==> src/rtl/uart_tx_arb_pkg.sv <==
// Shared types for the UART TX arbiter: FSM state encoding and requester limits.
package uart_tx_arb_pkg;

  localparam int unsigned MAX_REQ = 8;

  typedef enum logic [1:0] {
    IDLE  = 2'd0,
    ISSUE = 2'd1,
    BUSY  = 2'd2,
    HOLD  = 2'd3
  } arb_state_t;

endpackage

==> src/rtl/uart_tx_arbiter_rr_pick.sv <==
// Combinational round-robin picker: first set request at or after rr_ptr, wrapping.
module rr_pick #(
  parameter int unsigned NUM_REQ = 4,
  parameter int unsigned ID_W    = $clog2(NUM_REQ)
) (
  input  logic [NUM_REQ-1:0] req,
  input  logic [ID_W-1:0]    rr_ptr,
  output logic               any,
  output logic [ID_W-1:0]    idx
);

  logic [ID_W-1:0] cand;

  always_comb begin
    any  = 1'b0;
    idx  = '0;
    cand = '0;
    for (int unsigned i = 0; i < NUM_REQ; i++) begin
      cand = ID_W'((32'(rr_ptr) + i) % NUM_REQ);
      if (!any && req[cand]) begin
        any = 1'b1;
        idx = cand;
      end
    end
  end

endmodule

==> src/rtl/uart_tx_arbiter.sv <==
// Round-robin arbiter sharing one UART transmitter among NUM_REQ byte producers.
// Packet lock (grant held until req_last) is built only with UART_TX_ARB_PKT_LOCK_EN.
module uart_tx_arbiter
  import uart_tx_arb_pkg::*;
#(
  parameter int unsigned NUM_REQ = 4,
  parameter int unsigned ID_W    = $clog2(NUM_REQ)
) (
  input  logic                 clk,
  input  logic                 rst,
  input  logic [NUM_REQ-1:0]   req,
  input  logic [8*NUM_REQ-1:0] req_data,
  input  logic [NUM_REQ-1:0]   req_last,
  output logic [NUM_REQ-1:0]   ack,
  output logic [ID_W-1:0]      grant_id,
  output logic                 busy,
  output logic                 trmt,
  output logic [7:0]           tx_data,
  input  logic                 tx_done
);

  localparam logic [NUM_REQ-1:0] ACK_ONE = NUM_REQ'(1);

  arb_state_t      state;
  logic [ID_W-1:0] rr_ptr;
  logic [ID_W-1:0] ptr_next;
  logic            last_q;
  logic            guard;
  logic            pick_any;
  logic [ID_W-1:0] pick_idx;

  rr_pick #(
    .NUM_REQ (NUM_REQ),
    .ID_W    (ID_W)
  ) u_pick (
    .req    (req),
    .rr_ptr (rr_ptr),
    .any    (pick_any),
    .idx    (pick_idx)
  );

  function automatic logic [7:0] lane(input logic [ID_W-1:0] sel);
    return req_data[8*sel +: 8];
  endfunction

  assign ptr_next = (grant_id == ID_W'(NUM_REQ-1)) ? '0 : grant_id + 1'b1;

`ifndef UART_TX_ARB_PKT_LOCK_EN
  logic unused_last;
  assign unused_last = last_q;
`endif

  always_ff @(posedge clk or posedge rst) begin
    if (rst) begin
      state    <= IDLE;
      trmt     <= 1'b0;
      ack      <= '0;
      busy     <= 1'b0;
      tx_data  <= 8'h00;
      grant_id <= '0;
      rr_ptr   <= '0;
      last_q   <= 1'b0;
      guard    <= 1'b0;
    end else begin
      trmt <= 1'b0;
      ack  <= '0;
      case (state)
        IDLE: begin
          if (pick_any && tx_done) begin
            grant_id <= pick_idx;
            tx_data  <= lane(pick_idx);
            last_q   <= req_last[pick_idx];
            trmt     <= 1'b1;
            ack      <= ACK_ONE << pick_idx;
            busy     <= 1'b1;
            state    <= ISSUE;
          end
        end
        ISSUE: begin
          guard <= 1'b1;
          state <= BUSY;
        end
        BUSY: begin
          // tx_done in the first BUSY cycle still reflects the idle transmitter
          if (guard) begin
            guard <= 1'b0;
          end else if (tx_done) begin
`ifdef UART_TX_ARB_PKT_LOCK_EN
            if (!last_q) begin
              state <= HOLD;
            end else begin
              rr_ptr <= ptr_next;
              busy   <= 1'b0;
              state  <= IDLE;
            end
`else
            rr_ptr <= ptr_next;
            busy   <= 1'b0;
            state  <= IDLE;
`endif
          end
        end
`ifdef UART_TX_ARB_PKT_LOCK_EN
        HOLD: begin
          if (req[grant_id] && tx_done) begin
            tx_data <= lane(grant_id);
            last_q  <= req_last[grant_id];
            trmt    <= 1'b1;
            ack     <= ACK_ONE << grant_id;
            state   <= ISSUE;
          end
        end
`endif
        default: begin
          busy  <= 1'b0;
          state <= IDLE;
        end
      endcase
    end
  end

endmodule

==> config.mk <==
export PLATFORM = sky130hd
export DESIGN_NAME = uart_tx_arbiter
export DESIGN_NICKNAME = d
export VERILOG_FILES = /design/src/rtl/uart_tx_arb_pkg.sv /design/src/rtl/uart_tx_arbiter_rr_pick.sv /design/src/rtl/uart_tx_arbiter.sv
export SDC_FILE = /design/constraint.sdc
export NUM_CORES = 1
export LEC_CHECK = 0
export ABC_CLOCK_PERIOD_IN_PS = 1910
export BUFFER_PORTS_ARGS = -buffer_cell sky130_fd_sc_hd__buf_2
export CAP_MARGIN = 5
export CELL_PAD_IN_SITES_DETAIL_PLACEMENT = 1
export CELL_PAD_IN_SITES_GLOBAL_PLACEMENT = 2
export CORE_MARGIN = 5
export CORE_UTILIZATION = 26
export DETAILED_ROUTE_END_ITERATION = 12
export MAX_ROUTING_LAYER = met4
export PLACE_DENSITY = 0.9
export SLEW_MARGIN = 20
export SYNTH_ARGS = -nofsm -noshare
export SYNTH_HDL_FRONTEND = slang
export SYNTH_SLANG_ARGS = --single-unit
==> constraint.sdc <==
create_clock -name clk -period 1.91 [get_ports clk]
set_input_delay 0.191 -clock clk [delete_from_list [all_inputs] [get_ports clk]]
set_output_delay 0.191 -clock clk [all_outputs]
set_load 0.01 [all_outputs]
==> impl_metrics.env <==
export IMPL_cap_violations=0
export IMPL_clk_transition_reported_paths_ps=80
export IMPL_timing_max_slew_rel_slack_pct=46.9
export IMPL_synth_sequential_area_ratio_pct=45.1
export IMPL_outcome="complete, no violations"
export IMPL_endpoints_failing_hold=0
export IMPL_synth_async_reset_ratio_pct=100
export IMPL_grt_setup_unrepaired="no"
export IMPL_clock_path_buffers=2
export IMPL_track_usage_pct=12.2
export IMPL_worst_setup_path_type="flip-flop to flip-flop"
export IMPL_core_box_area_um2=4350
export IMPL_critPathRequiredTime_ps=2040
export IMPL_finalWorstSetupSlack_ps=145
export IMPL_grt_overflow_total=0
export IMPL_synth_ff_type="dfrtp_1"
export IMPL_place_ws_ps=115
export IMPL_synth_ff_latch_count=21
export IMPL_finalMaxSlewViolations=0
export IMPL_synthDominantAreaCellType="dfrtp_1"
export IMPL_syn_avg_cell_area_um2=11.0
export IMPL_post_synth_inst_count=106
export IMPL_yosysWarnings=0
export IMPL_synth_distinct_cells=28
export IMPL_fmax_mhz=567
export IMPL_tightest_slew_ps=796
export IMPL_fin_skew_ps=2.64
export IMPL_hpwlAfterDp_um=2770
export IMPL_design_power_total_mw=2.01
export IMPL_fp_row_count=24
export IMPL_drt_pre_antenna_iters=3
export IMPL_cts_root_buffer="clkbuf_8"
export IMPL_setup_tns_final_ps=0
export IMPL_cts_post_setup_buffers_inserted=0
export IMPL_edff_count_synth=0
export IMPL_post_route_period_util_pct=92.4
export IMPL_cpPeakStageDelay_ps=390
export IMPL_final_cell_count_no_fill=216
export IMPL_die_w_um=77.0
export IMPL_worstHoldPathType="primary input to asynchronous set/reset pin"
export IMPL_holdBufCountCts=0
export IMPL_finalHoldWorstSlack_ps=69.9
export IMPL_vdd_ir_drop_worst_mv=0.311
export IMPL_dr_total_vias=1036
export IMPL_routed_wire_length_per_instance_um=15.5
export IMPL_startpoint_type="flip-flop"
export IMPL_setup_viol=0
export IMPL_gp_routability_congestion=0.789
export IMPL_sinks_on_the_clock_net=21
export IMPL_die_height_um=77.0
export IMPL_tritoncts_num_buffers=3
export IMPL_layout_area_overhead_vs_synth_pct=34.5
export IMPL_ant_nets=0
export IMPL_cts_htree_levels=1
export IMPL_end_kind="flip-flop"
export IMPL_route_detailed_drc=0
export IMPL_initial_utilization_pct=26.8
export IMPL_ys_top_cells_by_area="dfrtp_1 (45%), mux2i_1 (15%), o221ai_2 (9.0%)"
export IMPL_post_cts_resize_count=0
export IMPL_via_per_inst=4.80
export IMPL_cts_tree="yes"
export IMPL_crit_arrival_ps=1900
export IMPL_critical_path_top_cell_by_count="mux2i_1"
export IMPL_routed_wirelength_um=3350
export IMPL_synth_largest_type_area_fraction_pct=45.1
export IMPL_ys_top_cells_by_count="dfrtp_1 (21), mux2i_1 (17), nand2_1 (16)"
export IMPL_synthMostInstantiatedCell="dfrtp_1"
export IMPL_dp_cells=212
export IMPL_antenna_cells_inserted=0
export IMPL_floorplan_die_area_um2=5920
export IMPL_final_layout_size_suffix_gt1_share_pct=43.9
export IMPL_power_density_nw_per_um2=1280
export IMPL_wire_length_of_the_first_global_routing_pass_um=5600
export IMPL_syn_cell_area_um2=1170
export IMPL_critical_path_cell_chain="mux2i_1 > nor2_1 > a311oi_4 > buf_12 > mux2i_1 > o221ai_2"
export IMPL_period_needed_ps=1770
export IMPL_critical_path_slowest_cell="dfrtp_1"
export IMPL_via_count_of_the_first_global_routing_pass=1136
export IMPL_place_port_buffers=54
export IMPL_nets=213
export IMPL_crit_fanout=21
export IMPL_power_leakage_nw=0.816
export IMPL_pin_count=59
export IMPL_postSynthNetCount=154
export IMPL_grt_start_max_net_pins=22
export IMPL_antenna_found_initial=0
export IMPL_worstSkewPairLatency_ps=260
export IMPL_drtIter0Drc=32
==> cells by family (layout without fill, tap and decap cells) <==
family                     count (synthesis)  in the layout  synth area share, %
buffers and inverters                     11             69                 4.94
muxes                                     18             18                 15.6
adders and majority gates                  5              5                 5.36
DFF                                       21             21                 45.1
and+or+nand+nor                           29             29                 11.1
AOI/OAI and AO/OA                         22             22                 18.0
==> critical path, delay by kind of cell (launching register included) <==
kind	cells	cell delay (ps)
compound gates	2	440
flops	1	390
simple gates	1	80
mux	2	490
buf+inv	1	220
==> flip-flops by register name (all words and copies together) (netlist names) <==
signal,flops
rr_ptr,2
tx_data,8
busy,1
ack,4
state,2
trmt,1
grant_id,2
guard,1
==> worst paths after layout <==
path / slack, ps / depth (start not counted) / from / endpoint
worst max-delay path: 140 / 6 / rr_ptr[1]$_DFFE_PP0P_ / tx_data[5]$_DFFE_PP0P_
worst min-delay path: 70 / 2 / rst / ack[3]$_DFF_PP0_
worst max register to register: 140 / 6 / rr_ptr[1]$_DFFE_PP0P_ / tx_data[5]$_DFFE_PP0P_
worst min register to register: 500 / 2 / tx_data[0]$_DFFE_PP0P_ / tx_data[0]$_DFFE_PP0P_
max in group asynchronous: 1350 / 2 / rst / tx_data[1]$_DFFE_PP0P_
min in group clk: 250 / 3 / req_data[22] / tx_data[6]$_DFFE_PP0P_
==> cells in the final DEF, fill, tap and decap left out, types with 4 or more instances in the layout <==
master	instances
buf_2	54
dfrtp_1	21
mux2i_1	17
nand2_1	16
inv_1	7
o221ai_2	7
a21oi_1	5
ha_1	5
nor2_1	4
==> per-layer routing <==
metal / share of wire (%) / track usage (%)
met3: 4.5 / 2.81
met2: 52 / 20.1
met4: 3.3 / 5.50
met1: 40 / 14.2
met5: 0 / -
==> power breakdown <==
group	internal, mW	switching [mW]
Sequential	0.616	0.103
Clock	0.149	0.146
Combinational	0.454	0.539
Total	1.22	0.788
==> final cells by class <==
type                    instances  area [µm²]
multi-input cells              74         594
inverters                       7        26.3
repair buffers                 58         313
well taps                      52        65.1
flip-flops and latches         21         526
clock buffers                   4        45.0
fillers                       505        2790
==> metrics by stage <==
| stage | area (µm²) | util, % |
|---|---|---|
| CTS | 1570 | 36.0 |
| global placement | 1520 | 35.0 |
| floorplan | 1170 | - |
| detailed placement | 1520 | 35.0 |
| global route | 1570 | 36.0 |
| finish | 1570 | 36.0 |
Note: power is estimated with default switching activity, not from simulation.
